**config.mk**
```make
export PLATFORM = sky130hd
export DESIGN_NAME = cmp_sched
export DESIGN_NICKNAME = d
export VERILOG_FILES = /design/src/rtl/cmp_sched_pkg.sv /design/src/rtl/cmp_sched_rr_arb2.sv /design/src/rtl/cmp_sched.sv
export SDC_FILE = /design/constraint.sdc
export NUM_CORES = 1
export LEC_CHECK = 0
export BUFFER_PORTS_ARGS = -buffer_cell sky130_fd_sc_hd__buf_2
export CORE_MARGIN = 2
export CORE_UTILIZATION = 40
export DETAILED_ROUTE_END_ITERATION = 6
export GPL_TIMING_DRIVEN = 0
export PLACE_DENSITY_LB_ADDON = 0.15
export SKIP_LAST_GASP = 1
export SLEW_MARGIN = 20
export SYNTH_ARGS = -nofsm -noshare
export SYNTH_HDL_FRONTEND = slang
export SYNTH_HIERARCHICAL = 1
export SYNTH_SLANG_ARGS = --single-unit
```
**constraint.sdc**
```tcl
create_clock -name clk -period 2 [get_ports clk]
set_clock_uncertainty 0.1 [all_clocks]
set_input_delay 0.1 -clock clk [delete_from_list [all_inputs] [get_ports clk]]
set_output_delay 0.1 -clock clk [all_outputs]
set_load 0.005 [all_outputs]
```
**src/rtl/cmp_sched_pkg.sv**
```systemverilog
// Shared types and constants for the comparator scheduler: FSM states, op encodings,
// condition codes, flag bit positions and the condition evaluator.
package cmp_sched_pkg;

  typedef enum logic [1:0] {
    ST_IDLE  = 2'd0,
    ST_ISSUE = 2'd1,
    ST_RESP  = 2'd2
  } state_t;

  localparam logic OP_CMP  = 1'b0;
  localparam logic OP_LOAD = 1'b1;

  localparam logic [2:0] COND_EQ     = 3'd0;
  localparam logic [2:0] COND_NE     = 3'd1;
  localparam logic [2:0] COND_LT     = 3'd2;
  localparam logic [2:0] COND_GT     = 3'd3;
  localparam logic [2:0] COND_LE     = 3'd4;
  localparam logic [2:0] COND_GE     = 3'd5;
  localparam logic [2:0] COND_ALWAYS = 3'd6;
  localparam logic [2:0] COND_NEVER  = 3'd7;

  localparam int FLAG_EQ = 0;
  localparam int FLAG_NE = 1;
  localparam int FLAG_LT = 2;
  localparam int FLAG_GT = 3;

  function automatic logic cond_eval(input logic [2:0] cond, input logic [3:0] flags);
    logic t;
    t = 1'b0;
    case (cond)
      COND_EQ:     t = flags[FLAG_EQ];
      COND_NE:     t = flags[FLAG_NE];
      COND_LT:     t = flags[FLAG_LT];
      COND_GT:     t = flags[FLAG_GT];
      COND_LE:     t = flags[FLAG_EQ] | flags[FLAG_LT];
      COND_GE:     t = flags[FLAG_EQ] | flags[FLAG_GT];
      COND_ALWAYS: t = 1'b1;
      default:     t = 1'b0;
    endcase
    return t;
  endfunction

endpackage

```
**src/rtl/cmp_sched_rr_arb2.sv**
```systemverilog
// Two-way round-robin arbiter: combinational one-hot grant, pointer advances on adv.
// The pointer remembers the last winner; reset marks requester 1 as last so requester 0 leads.
module rr_arb2 (
  input  logic       clk,
  input  logic       rst,
  input  logic [1:0] req,
  input  logic       adv,
  output logic [1:0] gnt,
  output logic       last
);

  logic last_q, last_d;

  always_comb begin
    if (req == 2'b11) gnt = last_q ? 2'b01 : 2'b10;
    else              gnt = req;
    last_d = last_q;
    if (adv && (|gnt)) last_d = gnt[1];
  end

  always_ff @(posedge clk or posedge rst) begin
    if (rst) last_q <= 1'b1;
    else     last_q <= last_d;
  end

  assign last = last_q;

endmodule

```
**src/rtl/cmp_sched.sv**
```systemverilog
// Two-requester scheduler for a shared comparator: IDLE -> ISSUE -> RESP, one op per 3 cycles.
// Condition evaluation (rsp_taken) is built only when CMP_SCHED_COND_EN is defined.
module cmp_sched
  import cmp_sched_pkg::*;
#(
  parameter int WIDTH = 16
) (
  input  logic             clk,
  input  logic             rst,
  input  logic [1:0]       req,
  input  logic             op0,
  input  logic             op1,
  input  logic [WIDTH-1:0] a0,
  input  logic [WIDTH-1:0] b0,
  input  logic [WIDTH-1:0] a1,
  input  logic [WIDTH-1:0] b1,
  input  logic [2:0]       cond0,
  input  logic [2:0]       cond1,
  output logic [1:0]       gnt,
  output logic             busy,
  output logic             cmp_compare,
  output logic             cmp_load,
  output logic [WIDTH-1:0] cmp_bus1,
  output logic [WIDTH-1:0] cmp_bus2,
  input  logic [WIDTH-1:0] cmp_flags,
  output logic             rsp_valid,
  output logic             rsp_id,
  output logic [WIDTH-1:0] rsp_flags,
  output logic             rsp_taken
);

  state_t           state_q, state_d;
  logic [1:0]       gnt_q, gnt_d;
  logic             busy_q, busy_d;
  logic             cmp_compare_q, cmp_compare_d;
  logic             cmp_load_q, cmp_load_d;
  logic [WIDTH-1:0] bus1_q, bus1_d;
  logic [WIDTH-1:0] bus2_q, bus2_d;
  logic             rsp_valid_q, rsp_valid_d;
  logic             id_q, id_d;
  logic [1:0]       arb_gnt;
  logic             arb_adv;
  logic             arb_last_unused;
  logic             win;
  logic             win_op;
`ifdef CMP_SCHED_COND_EN
  logic [2:0]       cond_q, cond_d;
`endif

  rr_arb2 u_arb (
    .clk  (clk),
    .rst  (rst),
    .req  (req),
    .adv  (arb_adv),
    .gnt  (arb_gnt),
    .last (arb_last_unused)
  );

  assign win    = arb_gnt[1];
  assign win_op = win ? op1 : op0;

  always_comb begin
    state_d       = state_q;
    gnt_d         = gnt_q;
    busy_d        = busy_q;
    cmp_compare_d = cmp_compare_q;
    cmp_load_d    = cmp_load_q;
    bus1_d        = bus1_q;
    bus2_d        = bus2_q;
    rsp_valid_d   = rsp_valid_q;
    id_d          = id_q;
    arb_adv       = 1'b0;
`ifdef CMP_SCHED_COND_EN
    cond_d        = cond_q;
`endif
    case (state_q)
      ST_IDLE: begin
        if (|req) begin
          state_d       = ST_ISSUE;
          gnt_d         = arb_gnt;
          busy_d        = 1'b1;
          id_d          = win;
          cmp_compare_d = (win_op == OP_CMP);
          cmp_load_d    = (win_op == OP_LOAD);
          bus1_d        = win ? a1 : a0;
          bus2_d        = win ? b1 : b0;
          arb_adv       = 1'b1;
`ifdef CMP_SCHED_COND_EN
          cond_d        = win ? cond1 : cond0;
`endif
        end
      end
      ST_ISSUE: begin
        // Comparator registers its flags on this edge, so they are valid throughout RESP.
        state_d       = ST_RESP;
        cmp_compare_d = 1'b0;
        cmp_load_d    = 1'b0;
        rsp_valid_d   = 1'b1;
      end
      ST_RESP: begin
        state_d     = ST_IDLE;
        gnt_d       = 2'b00;
        busy_d      = 1'b0;
        rsp_valid_d = 1'b0;
      end
      default: begin
        state_d       = ST_IDLE;
        gnt_d         = 2'b00;
        busy_d        = 1'b0;
        cmp_compare_d = 1'b0;
        cmp_load_d    = 1'b0;
        rsp_valid_d   = 1'b0;
      end
    endcase
  end

  always_ff @(posedge clk or posedge rst) begin
    if (rst) begin
      state_q       <= ST_IDLE;
      gnt_q         <= 2'b00;
      busy_q        <= 1'b0;
      cmp_compare_q <= 1'b0;
      cmp_load_q    <= 1'b0;
      bus1_q        <= '0;
      bus2_q        <= '0;
      rsp_valid_q   <= 1'b0;
      id_q          <= 1'b0;
`ifdef CMP_SCHED_COND_EN
      cond_q        <= 3'd0;
`endif
    end else begin
      state_q       <= state_d;
      gnt_q         <= gnt_d;
      busy_q        <= busy_d;
      cmp_compare_q <= cmp_compare_d;
      cmp_load_q    <= cmp_load_d;
      bus1_q        <= bus1_d;
      bus2_q        <= bus2_d;
      rsp_valid_q   <= rsp_valid_d;
      id_q          <= id_d;
`ifdef CMP_SCHED_COND_EN
      cond_q        <= cond_d;
`endif
    end
  end

  assign gnt         = gnt_q;
  assign busy        = busy_q;
  assign cmp_compare = cmp_compare_q;
  assign cmp_load    = cmp_load_q;
  assign cmp_bus1    = bus1_q;
  assign cmp_bus2    = bus2_q;
  assign rsp_valid   = rsp_valid_q;
  assign rsp_id      = rsp_valid_q ? id_q : 1'b0;
  assign rsp_flags   = rsp_valid_q ? cmp_flags : '0;

`ifdef CMP_SCHED_COND_EN
  assign rsp_taken = rsp_valid_q & cond_eval(cond_q, cmp_flags[3:0]);
`else
  logic unused_cond;
  assign unused_cond = ^{cond0, cond1};
  assign rsp_taken   = 1'b0;
`endif

endmodule

```
== Yosys cells after proc, flatten, opt, wreduce, memory -nomap -nowiden ==
Cells that the tools add are included.
Widths: inputs -> output; s select.

* Bits of input ports: 92
* Output and inout port bits: 56
* Logic and storage cells: 44
* Flip-flop bits (word level): 42

* Eq/ne operators: 4
* Bitwise logic cells: 3
* Multiplexer cells: 20
* Reduce and logical (&&, ||, !) cells: 7

{| class="wikitable"
|+ Operators by type and width
! cell !! count
|-
| $mux 16 || 3
|-
| $mux 2 || 4
|-
| $pmux 1 s2 || 4
|-
| $pmux 2 s2 || 2
|-
| $mux 1 || 7
|-
| $reduce_and 2->1 || 3
|-
| $eq 2x2->1 const B || 2
|-
| $reduce_or 2->1 || 2
|-
| $not 1->1 || 3
|-
| $eq 2x1->1 const B || 1
|-
| $logic_not 2->1 || 1
|-
| $ne 2x2->1 const B || 1
|-
| $logic_and 1x1->1 || 1
|}

== Depth between registers and ports, before layout ==
Gate-level depths: netlist of run 1.

* Depth in word-level cells: 6
* Mapped depth: 7
* Gate-level depth less buffers: 5

== Cells and area by module ==
The synthesis of run 1 kept the hierarchy.

{| class="wikitable"
|+ Modules (own cells, without submodules)
! module !! seq. area each (um2) !! times used !! area each (um2) !! cells each
|-
| cmp_sched || 1026.0 || 1 || 2147.1 || 194
|-
| rr_arb2 || 26.3 || 1 || 60.1 || 7
|}

== Least setup slack after synthesis of run 1 ==
No wires, ideal clock.

* Path kind: register -> register
* From: register u_arb.last_q, in the netlist u_arb/last
* To: register cmp_load_q, in the netlist cmp_load
* Setup time: 0.120 ns
* Setup slack: 0.273 ns
* Clock period less this slack: 1.727 ns
* Data arrival time: 1.508 ns
* Data required time: 1.780 ns
* Cell stages (with the launch flop): 6
* Path buffers: 1
* Cells stage by stage: dfstp_2 a21boi_0 buf_6 mux2_4 or3_1 and3b_1

* Word-level cells in the longest chain between the ends: 5

{| class="wikitable"
|+ RTL lines
! item !! RTL line !! RTL
|-
| start: declaration || cmp_sched_rr_arb2.sv:12 || <nowiki>logic last_q, last_d;</nowiki>
|-
| start signal: assignment || cmp_sched_rr_arb2.sv:23 || <nowiki>else last_q <= last_d;</nowiki>
|-
| $mux 2 (2 in series) || cmp_sched_rr_arb2.sv:15 || <nowiki>if (req == 2'b11) gnt = last_q ? 2'b01 : 2'b10;</nowiki>
|-
| via arb_gnt[1] || cmp_sched.sv:41 || <nowiki>logic [1:0] arb_gnt;</nowiki>
|-
| $mux 1 || cmp_sched.sv:60 || <nowiki>assign win_op = win ? op1 : op0;</nowiki>
|-
| $mux 1 || cmp_sched.sv:78 || <nowiki>if (|req) begin</nowiki>
|-
| $pmux 1 s2 || cmp_sched.sv:76 || <nowiki>case (state_q)</nowiki>
|-
| end signal: assignment || cmp_sched.sv:136 || <nowiki>cmp_load_q <= cmp_load_d;</nowiki>
|-
| end: declaration || cmp_sched.sv:36 || <nowiki>logic cmp_load_q, cmp_load_d;</nowiki>
|}

The timed path passes the listed nets, and every way through them passes these cells. The select of a mux whose other input is x is not followed.
A chain may end at the register's enable or synchronous reset.

== Worst setup path in the final report of run 1 ==
* From: input port req[0]
* To: register bus1_q[14], in the netlist cmp_bus1[14]

* Word-level cells in the longest chain between the ends: 3
* Elaborated cells between the ends (all ways): 5
* Those cells by class: eq/ne: 1; mux: 2; reduce/logical: 2

{| class="wikitable"
|+ RTL lines
! item !! RTL line !! RTL
|-
| start: declaration || cmp_sched.sv:10 || <nowiki>input logic [1:0] req,</nowiki>
|-
| $eq 2x2->1 || cmp_sched_rr_arb2.sv:15 ||
|-
| $mux 2 || cmp_sched_rr_arb2.sv:15 ||
|-
| via arb_gnt[1] || cmp_sched.sv:41 ||
|-
| $mux 16 || cmp_sched.sv:85 || <nowiki>bus1_d = win ? a1 : a0;</nowiki>
|-
| end signal: assignment || cmp_sched.sv:137 || <nowiki>bus1_q <= bus1_d;</nowiki>
|-
| end: declaration || cmp_sched.sv:37 || <nowiki>logic [WIDTH-1:0] bus1_q, bus1_d;</nowiki>
|}

The timed path passes the listed nets, and every way through them passes these cells.

==> impl_metrics.py, run 1 <==
metrics = {
    "run_status": {
        "status": "finished, violations left",
        "violations": "hold timing",
    },
    "timing": {
        "finalHoldViolations": 1,
        "drv_slew": 0,
        "tns_ns": 0,
        "setup_viol": 0,
        "max_freq_ghz": 0.5204,
        "period_minus_slack_ns": 1.922,
        "min_period_over_period_pct": 96.09,
        "rsz0062_at_grt": "false",
        "hold_ws_ns": -0.003249,
    },
    "route": {
        "vias_per_cell": 4.801,
        "dr_wl_met3_um": 522,
        "drtPass1Iterations": 4,
        "ant_nets": 0,
        "drc": 0,
        "routed-via-count": 2295,
        "wl_met2_mm": 3.389,
        "totalWireLength_mm": 6.698,
        "dr.first_iter.drc_count": 78,
        "wl_per_cell_um": 14.01,
        "drt-met1-wl_mm": 2.644,
        "top_layer_used": "met4",
    },
    "setup_path": {
        "critPathMaxStageDelay_ns": 0.57,
        "critical_path_required_ns": 2.08,
        "reg2regPathDepth": 5,
        "cp_slowest_cell": "dlygate4sd3_1",
        "path_max_fanout": 8,
        "path_buf_inv": 4,
        "r2r_start": "u_arb/last$_DFFE_PP1P_",
        "path_delay_family": "buffers and inverters",
        "r2r_end": "cmp_load$_DFFE_PP0P_",
        "start_kind": "input pin",
        "worstPathCellList": "dlygate4sd3_1 > buf_2 > a21boi_0 > buf_6 > mux2i_1 > dlygate4sd3_1 > o21ai_1",
        "critPathArrivalTime_ns": 2.00,
        "crit_type": "input pin to flip-flop",
        "r2r_slack_ns": 0.19,
        "crit_top_cell": "dlygate4sd3_1",
        "cp-end-kind": "flip-flop",
    },
    "clock_tree": {
        "hold_buffers": 54,
        "cts_setup_buffers": 0,
        "path_clk_slew_ns": 0.08,
        "cts_resized": 0,
        "cts-root-buf": "clkbuf_8",
        "insertion_delay_ns": 0.29,
        "numCtsBuffers": 5,
        "cts_tree": "yes",
        "htree_levels": 2,
        "clock_sink_count": 42,
        "clockBufferDepth": 2,
    },
    "die": {
        "dieArea_sq_um": 6128,
        "fp.dieW_um": 78.28,
        "core_area_sq_um": 5405,
        "start_util_pct": 40.83,
        "fp.dieH_um": 78.28,
        "io_pins": 148,
        "rows": 27,
    },
    "synth": {
        "seq_area_frac_synth_pct": 47.68,
        "synth_top_area_cell": "dfrtp_1",
        "synth_top_area_share_pct": 46.49,
        "yosys_warnings": 6,
        "syn_area_sq_um": 2207,
        "syn-num-nets": 293,
        "synth_most_common_cell": "dfrtp_1",
        "ys_ff_latch": 42,
        "synthArstFlopShare_pct": 100.0,
        "synthTopCellsByArea": "dfrtp_1 46%, mux2i_1 15%, o21ai_2 12%",
        "ys.flop_type": "dfrtp_1",
        "ys_types": 26,
        "synth_common_cells": "41 x dfrtp_1, 34 x mux2i_1, 33 x o21ai_0, 29 x o21ai_2, 17 x and2_1",
        "syn_avg_cell_area_sq_um": 10.98,
        "syn_inst": 201,
        "synth_edf_count": 0,
    },
    "power_and_ir_drop": {
        "p_leak_nw": 1.854,
        "power.total_mw": 4.114,
        "ir_worst_vdd_mv": 0.6050,
        "cellPowerDensity_nw_per_um2": 1124,
    },
    "finish": {
        "fill_cells": 444,
        "drive_gt1_share_pct": 47.04,
        "area_growth_pct": 65.76,
        "multiInputGateArea_sq_um": 1023,
        "diodes": 0,
        "fin_nets": 497,
        "finalInstanceArea_sq_um": 3659,
        "seq_area_sq_um": 1052,
    },
    "grt": {
        "grt_max_degree": 33,
        "grt_pass1_wl_mm": 10.33,
        "antenna_found_initial": 0,
        "first_global_vias": 2361,
        "grt_usage_pct": 21.30,
        "grt-ovfl-total": 0,
    },
    "placement": {
        "gp_congestion": 0.7155,
        "placedInstanceArea_sq_um": 3018,
        "hpwlAfterDp_mm": 4.238,
        "portBuffers": 140,
    },
    "flow_run": {
        "maxCapViolations": 0,
    },
    "worst_hold_path": {
        "holdPathEnd": "cmp_bus1[12]$_DFFE_PP0P_",
        "whs_path_depth": 3,
        "hold_class": "input pin to flip-flop",
        "min_from": "a0[12]",
    },
}
[stage by stage]
step	cells	setup WS (ns)	util (%)
2_1_floorplan	201	0.2726	-
3_3_place_gp	413	0.2190	55.46
3_5_place_dp	414	0.1922	55.83
4_1_cts	476	0.06423	67.31
5_1_grt	478	0.02028	67.69
6_report	478	0.07828	67.69
[kinds of logic after synthesis]
kind of cell / synth area share (%)
other: 0.1699
AO/OA/AOI/OAI: 22.51
AND/OR/NAND/NOR: 6.917
multiplexers: 16.78
flip-flops: 47.68
buffers and inverters: 5.952
[worst min-delay path: stages]
cell and delay (ns):
buf_2 0.08, mux2i_1 0.06, o21ai_1 0.11
[flip-flops by register name, indices dropped and copies added (netlist names)]
| signal | count |
|---|---|
| cmp_bus2 | 16 |
| rsp_valid | 1 |
| gnt | 2 |
| cmp_compare | 1 |
| u_arb/last | 1 |
| state_q | 2 |
| cmp_load | 1 |
| id_q | 1 |
| cmp_bus1 | 16 |
| busy | 1 |
[metal layers]
layer	vias up	global-route usage, %
li1	1113	-
met1	1061	23.83
met2	105	38.10
met3	16	6.667
met4	0	7.544
met5	-	0
[layout make-up]
class,count,area share (%)
multi-input combinational,136,27.98
tap,72,2.462
sequential,42,28.76
buffer,17,2.975
inverter,6,0.6156
timing repair buffer,197,35.02
clock buffer,8,2.189
[how the worst max path moves through the flow]
stage / startpoint / end / slack [ns] / cells after the start
floorplan: u_arb/last$_DFFE_PP1P_ / cmp_load$_DFFE_PP0P_ / 0.27 / 5
global placement: u_arb/last$_DFFE_PP1P_ / cmp_load$_DFFE_PP0P_ / 0.22 / 5
detailed placement: u_arb/last$_DFFE_PP1P_ / cmp_load$_DFFE_PP0P_ / 0.19 / 5
CTS: req[0] / cmp_bus1[14]$_DFFE_PP0P_ / 0.06 / 7
global route: req[0] / cmp_bus1[14]$_DFFE_PP0P_ / 0.02 / 7
finish: req[0] / cmp_bus1[14]$_DFFE_PP0P_ / 0.08 / 7
[report_power, final]
part	switching, mW	internal (mW)	total [mW]
registers	0.227	1.27	1.50
clock network	0.278	0.248	0.527
logic	1.05	1.04	2.09
[cell usage in the layout (no fill, tap or decap), drive strengths merged]
cell / Yosys / layout
buf: 9 / 150
clkbuf: 8 / 16
a21boi: 2 / 2
inv: 6 / 6
o21ai: 65 / 65
and3b: 1 / 1
mux2i: 34 / 34
dfstp: 1 / 1
nor2b: 1 / 1
conb: 1 / 1
dfrtp: 41 / 41
or2: 1 / 1
dlygate4sd3: 0 / 56
o21bai: 2 / 2
mux2: 2 / 2
nor2: 5 / 5
and2: 17 / 17
a31oi: 1 / 1
a21oi: 3 / 3
or3: 1 / 1
Power figures use the tool's default switching activity.
==> run 2, diff against run 1 <==
--- a/config.mk
+++ b/config.mk
@@ -5,6 +5,7 @@
 export SDC_FILE = /design/constraint.sdc
 export NUM_CORES = 1
 export LEC_CHECK = 0
+export ABC_AREA = 1
 export BUFFER_PORTS_ARGS = -buffer_cell sky130_fd_sc_hd__buf_2
 export CORE_MARGIN = 2
 export CORE_UTILIZATION = 40
==> run 2 against run 1 <==
  * The run now ends clean
  * Utilization shrank 9.7 points
  * Combinational power decreased by 10%
  * Synthesized cell count grew 66%
  * Synthesized area increased by 3.1%
  * Register-to-register slack better by 0.06 ns
  * Clock power is essentially flat
  * Critical path type unchanged
==> impl_metrics.py, run 2 <==
metrics = {
    "clock_tree": {
        "htree_levels": 2,
        "clockBufferDepth": 2,
        "cts-root-buf": "clkbuf_8",
        "path_clk_slew_ns": 0.08,
        "cts_tree": "yes",
        "clock_sink_count": 42,
        "insertion_delay_ns": 0.29,
        "numCtsBuffers": 5,
    },
    "setup_path": {
        "path_max_fanout": 18,
        "start_kind": "input pin",
        "r2r_end": "u_arb/last$_DFFE_PP1P_",
        "critical_path_required_ns": 2.13,
        "r2r_start": "state_q[0]$_DFFE_PP0P_",
        "cp-end-kind": "flip-flop",
        "crit_type": "input pin to flip-flop",
        "r2r_slack_ns": 0.25,
        "crit_path_start": "req[1]",
        "critPathArrivalTime_ns": 1.99,
        "reg2regPathDepth": 7,
    },
    "route": {
        "ant_nets": 0,
        "dr.first_iter.drc_count": 72,
        "drtPass1Iterations": 4,
        "drc": 0,
        "totalWireLength_mm": 5.824,
        "routed-via-count": 2413,
        "vias_per_cell": 4.340,
        "wl_per_cell_um": 10.47,
    },
    "placement": {
        "portBuffers": 140,
        "gp_congestion": 0.7532,
        "hpwlAfterDp_mm": 4.470,
        "placedInstanceArea_sq_um": 3085,
    },
    "power_and_ir_drop": {
        "netSwitchingPower_mw": 1.561,
        "comb_power_share_pct": 48.3,
        "cellInternalPower_mw": 2.331,
        "p_clk_share_pct": 13.5,
        "seqPwrFrac_pct": 38.2,
        "cellPowerDensity_nw_per_um2": 1220,
        "switching_share_pct": 40.10,
        "p_leak_nw": 2.126,
        "ir_worst_vdd_mv": 0.5321,
    },
    "die": {
        "io_pins": 148,
        "rows": 27,
        "core_area_sq_um": 5507,
        "fp.dieH_um": 79.41,
        "start_util_pct": 41.31,
        "dieArea_sq_um": 6306,
        "fp.dieW_um": 79.41,
    },
    "timing": {
        "max_freq_ghz": 0.5393,
        "period_minus_slack_ns": 1.854,
        "rsz0062_at_grt": "false",
        "finalHoldViolations": 0,
        "tns_ns": 0,
        "min_period_over_period_pct": 92.72,
        "drv_slew": 0,
        "setup_viol": 0,
    },
    "grt": {
        "grt_pass1_wl_mm": 9.611,
        "grt_max_degree": 31,
        "grt_busiest_layer": "met2",
        "use_met3_pct": 4.751,
        "antenna_found_initial": 0,
        "use_met2_pct": 36.19,
        "grt_usage_pct": 19.25,
        "grt_use_met1_pct": 21.37,
        "grt-ovfl-total": 0,
        "first_global_vias": 2284,
    },
    "finish": {
        "area_growth_pct": 40.26,
        "fill_cells": 573,
        "fin_nets": 575,
        "finalInstanceArea_sq_um": 3191,
        "drive_gt1_share_pct": 34.50,
        "final_common_cell": "nand2_1",
        "final_cell_mix": "170 x nand2_1, 146 x buf_2, 59 x inv_1, 41 x dfrtp_1, 18 x o21ai_0",
        "diodes": 0,
    },
    "synth": {
        "synth_most_common_cell": "nand2_1",
        "ys_ff_latch": 42,
        "syn_avg_cell_area_sq_um": 6.831,
        "ys_types": 19,
        "synth_top_area_share_pct": 45.10,
        "synth_common_cells": "170 x nand2_1, 60 x inv_1, 41 x dfrtp_1, 18 x o21ai_0, 15 x o21ai_1",
        "syn_inst": 333,
        "ys.flop_type": "dfrtp_1",
        "seq_area_frac_synth_pct": 46.26,
        "synth_edf_count": 0,
        "synthTopCellsByArea": "dfrtp_1 45%, nand2_1 28%, inv_1 9.9%",
        "syn-num-nets": 425,
        "syn_area_sq_um": 2275,
        "synth_top_area_cell": "dfrtp_1",
        "yosys_warnings": 6,
        "synthArstFlopShare_pct": 100.0,
    },
    "worst_hold_path": {
        "hold_class": "input pin to flip-flop",
        "whs_path_depth": 5,
        "min_from": "a1[8]",
        "holdPathEnd": "cmp_bus1[8]$_DFFE_PP0P_",
    },
    "run_status": {
        "status": "completed",
    },
    "flow_run": {
        "maxCapViolations": 0,
    },
}
run 2: how the worst max path moves through the flow:
stage	end	slack, ns	depth (start not counted)
after CTS	u_arb/last$_DFFE_PP1P_	0.08	11
after global placement	cmp_bus2[14]$_DFFE_PP0P_	0.25	2
after global routing	u_arb/last$_DFFE_PP1P_	0.01	10
after floorplan	cmp_bus1[12]$_DFFE_PP0P_	0.60	6
after detailed placement	cmp_bus1[6]$_DFFE_PP0P_	0.26	5
final	u_arb/last$_DFFE_PP1P_	0.15	10
run 2: critical path, cell delays in order:
cell and delay (ns):
dlygate4sd3_1 0.55, buf_2 0.15, inv_1 0.05, nand2_1 0.09, nand2_4 0.21, inv_1 0.09, nand2_1 0.07, nand2_1 0.04
nand2_1 0.06, dlygate4sd3_1 0.56
run 2: power groups by stage:
stage / clock network [mW] / logic (mW) / registers (mW)
CTS: 0.544 / 1.95 / 1.49
floorplan: 0 / 1.07 / 1.52
finish: 0.525 / 1.88 / 1.49
detailed placement: 0 / 1.93 / 1.49
global placement: 0 / 1.87 / 1.50
global route: 0.572 / 2.17 / 1.53
run 2: layout make-up:
type / count / area, sq um / area share [%]
Buffer: 15 / 110.1 / 3.451
Timing Repair Buffer: 144 / 750.7 / 23.53
Multi-Input combinational cell: 214 / 870.8 / 27.29
Tap cell: 72 / 90.09 / 2.824
Clock buffer: 6 / 72.57 / 2.275
Inverter: 61 / 234.0 / 7.333
Sequential cell: 42 / 1052 / 32.98
Clock inverter: 2 / 10.01 / 0.3137
run 2: logic make-up (layout without fill, tap and decap cells):
| family | count (synthesis) | in the layout | share of synthesized area, % |
|---|---|---|---|
| DFF | 42 | 42 | 46.26 |
| AOI/OAI and AO/OA | 35 | 35 | 7.921 |
| other | 1 | 1 | 0.1649 |
| buffers and inverters | 77 | 228 | 15.46 |
| and+or+nand+nor | 178 | 178 | 30.20 |
run 2: what timing repair did:
item	CTS	global route
hold buffers	3	0
buffers inserted	0	0
setup endpoints to repair	0	30
endpoints found under the hold margin	43	0
resized for setup	0	1
run 2: per-layer routing:
| metal | up-vias | share of wire (%) |
|---|---|---|
| met1 | 1045 | 43 |
| met3 | 5 | 8.6 |
| met2 | 98 | 48 |
| li1 | 1265 | - |
| met4 | 0 | 0.88 |
| met5 | - | 0 |
run 2: stage by stage:
step	hold slack, ns	instances	setup WS (ns)	utilization, %	power, mW
after global placement	0.005689	545	0.2496	55.67	3.363
final	0.01122	556	0.1456	57.94	3.892
after CTS	0.006956	557	0.08088	58.08	3.978
after floorplan	-0.1103	333	0.5996	-	2.592
after detailed placement	-0.03264	546	0.2641	56.03	3.416
after global routing	0.03077	556	0.01037	57.94	4.279
==> run 3, diff against run 2 <==
--- a/config.mk
+++ b/config.mk
@@ -12,6 +12,7 @@
 export DETAILED_ROUTE_END_ITERATION = 6
 export GPL_TIMING_DRIVEN = 0
 export PLACE_DENSITY_LB_ADDON = 0.15
+export SETUP_SLACK_MARGIN = 0.5
 export SKIP_LAST_GASP = 1
 export SLEW_MARGIN = 20
 export SYNTH_ARGS = -nofsm -noshare
==> run 3 against run 2 <==
  * Fmax rose by 31%
  * Highest routed layer unchanged
  * Via count rose by 1.5%
  * First-iteration DRC count rose by 2.8%
  * Sequential share of layout area fell by 0.29 points
  * Flip-flop and latch count did not move
  * Sequential power barely moved
  * Critical path depth fell by 5
  * Critical endpoint is now rsp_flags[11]
  * Cell count rose by 0.18%
  * Combinational power barely moved
  * Worst setup slack improved by 0.44 ns
  * Routed wire length fell by 0.34%
==> impl_metrics.py, run 3 (synthesis results as in run 2) <==
metrics = {
    "setup_path": {
        "critical_path_required_ns": 1.80,
        "crit_type": "flip-flop to primary output",
        "path_delay_family": "buffers and inverters",
        "cp_slowest_cell": "dfrtp_1",
        "cp-end-kind": "primary output",
        "start_kind": "flip-flop",
        "crit_top_cell": "buf_4",
        "worstPathCellList": "buf_4 > buf_4 > nand2_1 > inv_1 > buf_2",
        "critPathArrivalTime_ns": 1.21,
        "critPathMaxStageDelay_ns": 0.37,
        "path_buf_inv": 4,
        "path_max_fanout": 10,
    },
    "timing": {
        "min_period_over_period_pct": 70.69,
        "setup_viol": 0,
        "drv_slew": 0,
        "rsz0062_at_grt": "false",
        "tns_ns": 0,
        "finalHoldViolations": 0,
        "max_freq_ghz": 0.7074,
        "period_minus_slack_ns": 1.414,
    },
    "grt": {
        "grt_max_degree": 31,
        "grt-ovfl-total": 0,
        "grt_pass1_wl_mm": 9.604,
        "grt_usage_pct": 19.15,
        "antenna_found_initial": 0,
        "first_global_vias": 2296,
    },
    "route": {
        "dr.first_iter.drc_count": 74,
        "totalWireLength_mm": 5.804,
        "wl_per_cell_um": 10.42,
        "drtPass1Iterations": 4,
        "drc": 0,
        "routed-via-count": 2448,
        "ant_nets": 0,
        "vias_per_cell": 4.395,
    },
    "power_and_ir_drop": {
        "comb_power_share_pct": 48.5,
        "cellPowerDensity_nw_per_um2": 1216,
        "power.total_mw": 3.915,
        "seqPwrFrac_pct": 38.1,
        "p_clk_share_pct": 13.4,
        "cellInternalPower_mw": 2.351,
        "ir_worst_vdd_mv": 0.5322,
        "netSwitchingPower_mw": 1.564,
        "switching_share_pct": 39.96,
        "p_leak_nw": 2.142,
    },
    "placement": {
        "hpwlAfterDp_mm": 4.470,
        "placedCellCount": 546,
        "portBuffers": 140,
        "gp_congestion": 0.7532,
    },
    "clock_tree": {
        "htree_levels": 2,
        "numCtsBuffers": 5,
        "cts_tree": "yes",
        "path_clk_slew_ns": 0.08,
        "insertion_delay_ns": 0.29,
        "clockBufferDepth": 2,
        "cts-root-buf": "clkbuf_8",
        "clock_sink_count": 42,
    },
    "die": {
        "fp.dieH_um": 79.41,
        "start_util_pct": 41.31,
        "dieArea_sq_um": 6306,
        "core_area_sq_um": 5507,
        "rows": 27,
        "fp.dieW_um": 79.41,
        "io_pins": 148,
    },
    "finish": {
        "diodes": 0,
        "final_common_cell": "nand2_1",
        "fill_cells": 570,
        "area_growth_pct": 41.53,
        "final_cell_mix": "170 x nand2_1, 144 x buf_2, 59 x inv_1, 41 x dfrtp_1, 17 x o21ai_0",
        "fin_nets": 576,
        "drive_gt1_share_pct": 35.05,
        "final-instance-count-excl-fill": 557,
    },
    "run_status": {
        "status": "completed",
    },
    "worst_hold_path": {
        "hold_class": "input pin to flip-flop",
    },
    "flow_run": {
        "maxCapViolations": 0,
    },
}
==> run 3: cell types whose count changed in the layout (fill, tap and decap cells not counted), sizes merged <==
cell / change
buf: +1
==> run 3: power groups by stage <==
stage	sequential (mW)	clock [mW]	combinational [mW]
after detailed placement	1.49	0	1.93
after global placement	1.50	0	1.87
after global routing	1.54	0.572	2.19
after CTS	1.49	0.544	1.93
after floorplan	1.52	0	1.07
final	1.49	0.525	1.90
==> run 3: timing repair <==
item,CTS,global route
hold endpoints to repair,43,0
hold buffers,3,0
setup endpoints to repair,36,29
resized for setup,3,7
buffers inserted,0,0
==> run 3: worst min-delay path, cell delays in order <==
cell     delay, ns
buf_2         0.07
nand2_1       0.04
o21ai_0       0.06
nand2_1       0.05
nand2_1       0.05
==> run 3: routing by layer <==
layer	track usage (%)	part of all wire [%]	wire, um	vias to the layer above
li1	-	-	-	1268
met1	21.15	42	2423	1074
met2	36.10	48	2814	101
met3	4.751	8.9	515	5
met4	5.517	0.88	51	0
met5	0	0	0	-
==> run 3: final timing paths <==
kind	startpoint	end	slack, ns	cells past startpoint
hold / removal	a1[8]	cmp_bus1[8]$_DFFE_PP0P_	0.01	5
setup / recovery	rsp_valid$_DFFE_PP0P_	rsp_flags[11]	0.59	5
max in group asynchronous	rst	cmp_bus1[13]$_DFFE_PP0P_	1.14	4
setup reg to reg	u_arb/last$_DFFE_PP1P_	cmp_bus2[3]$_DFFE_PP0P_	0.63	7
hold reg to reg	cmp_bus2[12]$_DFFE_PP0P_	cmp_bus2[12]$_DFFE_PP0P_	0.38	2
min in group asynchronous	rst	busy$_DFFE_PP0P_	0.21	3
==> run 3: layout make-up <==
class	instances	area (sq um)	share of cell area (%)
well taps	72	90.09	2.798
plain buffers	16	127.6	3.964
flip-flops and latches	42	1052	32.69
clock buffers	6	72.57	2.254
clock inverters	2	10.01	0.3109
inverters	61	234.0	7.268
repair buffers	144	750.7	23.32
multi-input cells	214	882.1	27.40
==> run 3: per-stage QoR <==
step	hold slack, ns	instance area [sq um]	setup slack [ns]	utilization, %
2_1_floorplan	-0.1103	2275	0.5996	-
3_3_place_gp	0.005689	3065	0.2496	55.67
3_5_place_dp	-0.03264	3085	0.2641	56.03
4_1_cts	0.006956	3203	0.5023	58.17
5_1_grt	0.03077	3219	0.5060	58.46
6_report	0.01240	3219	0.5863	58.46
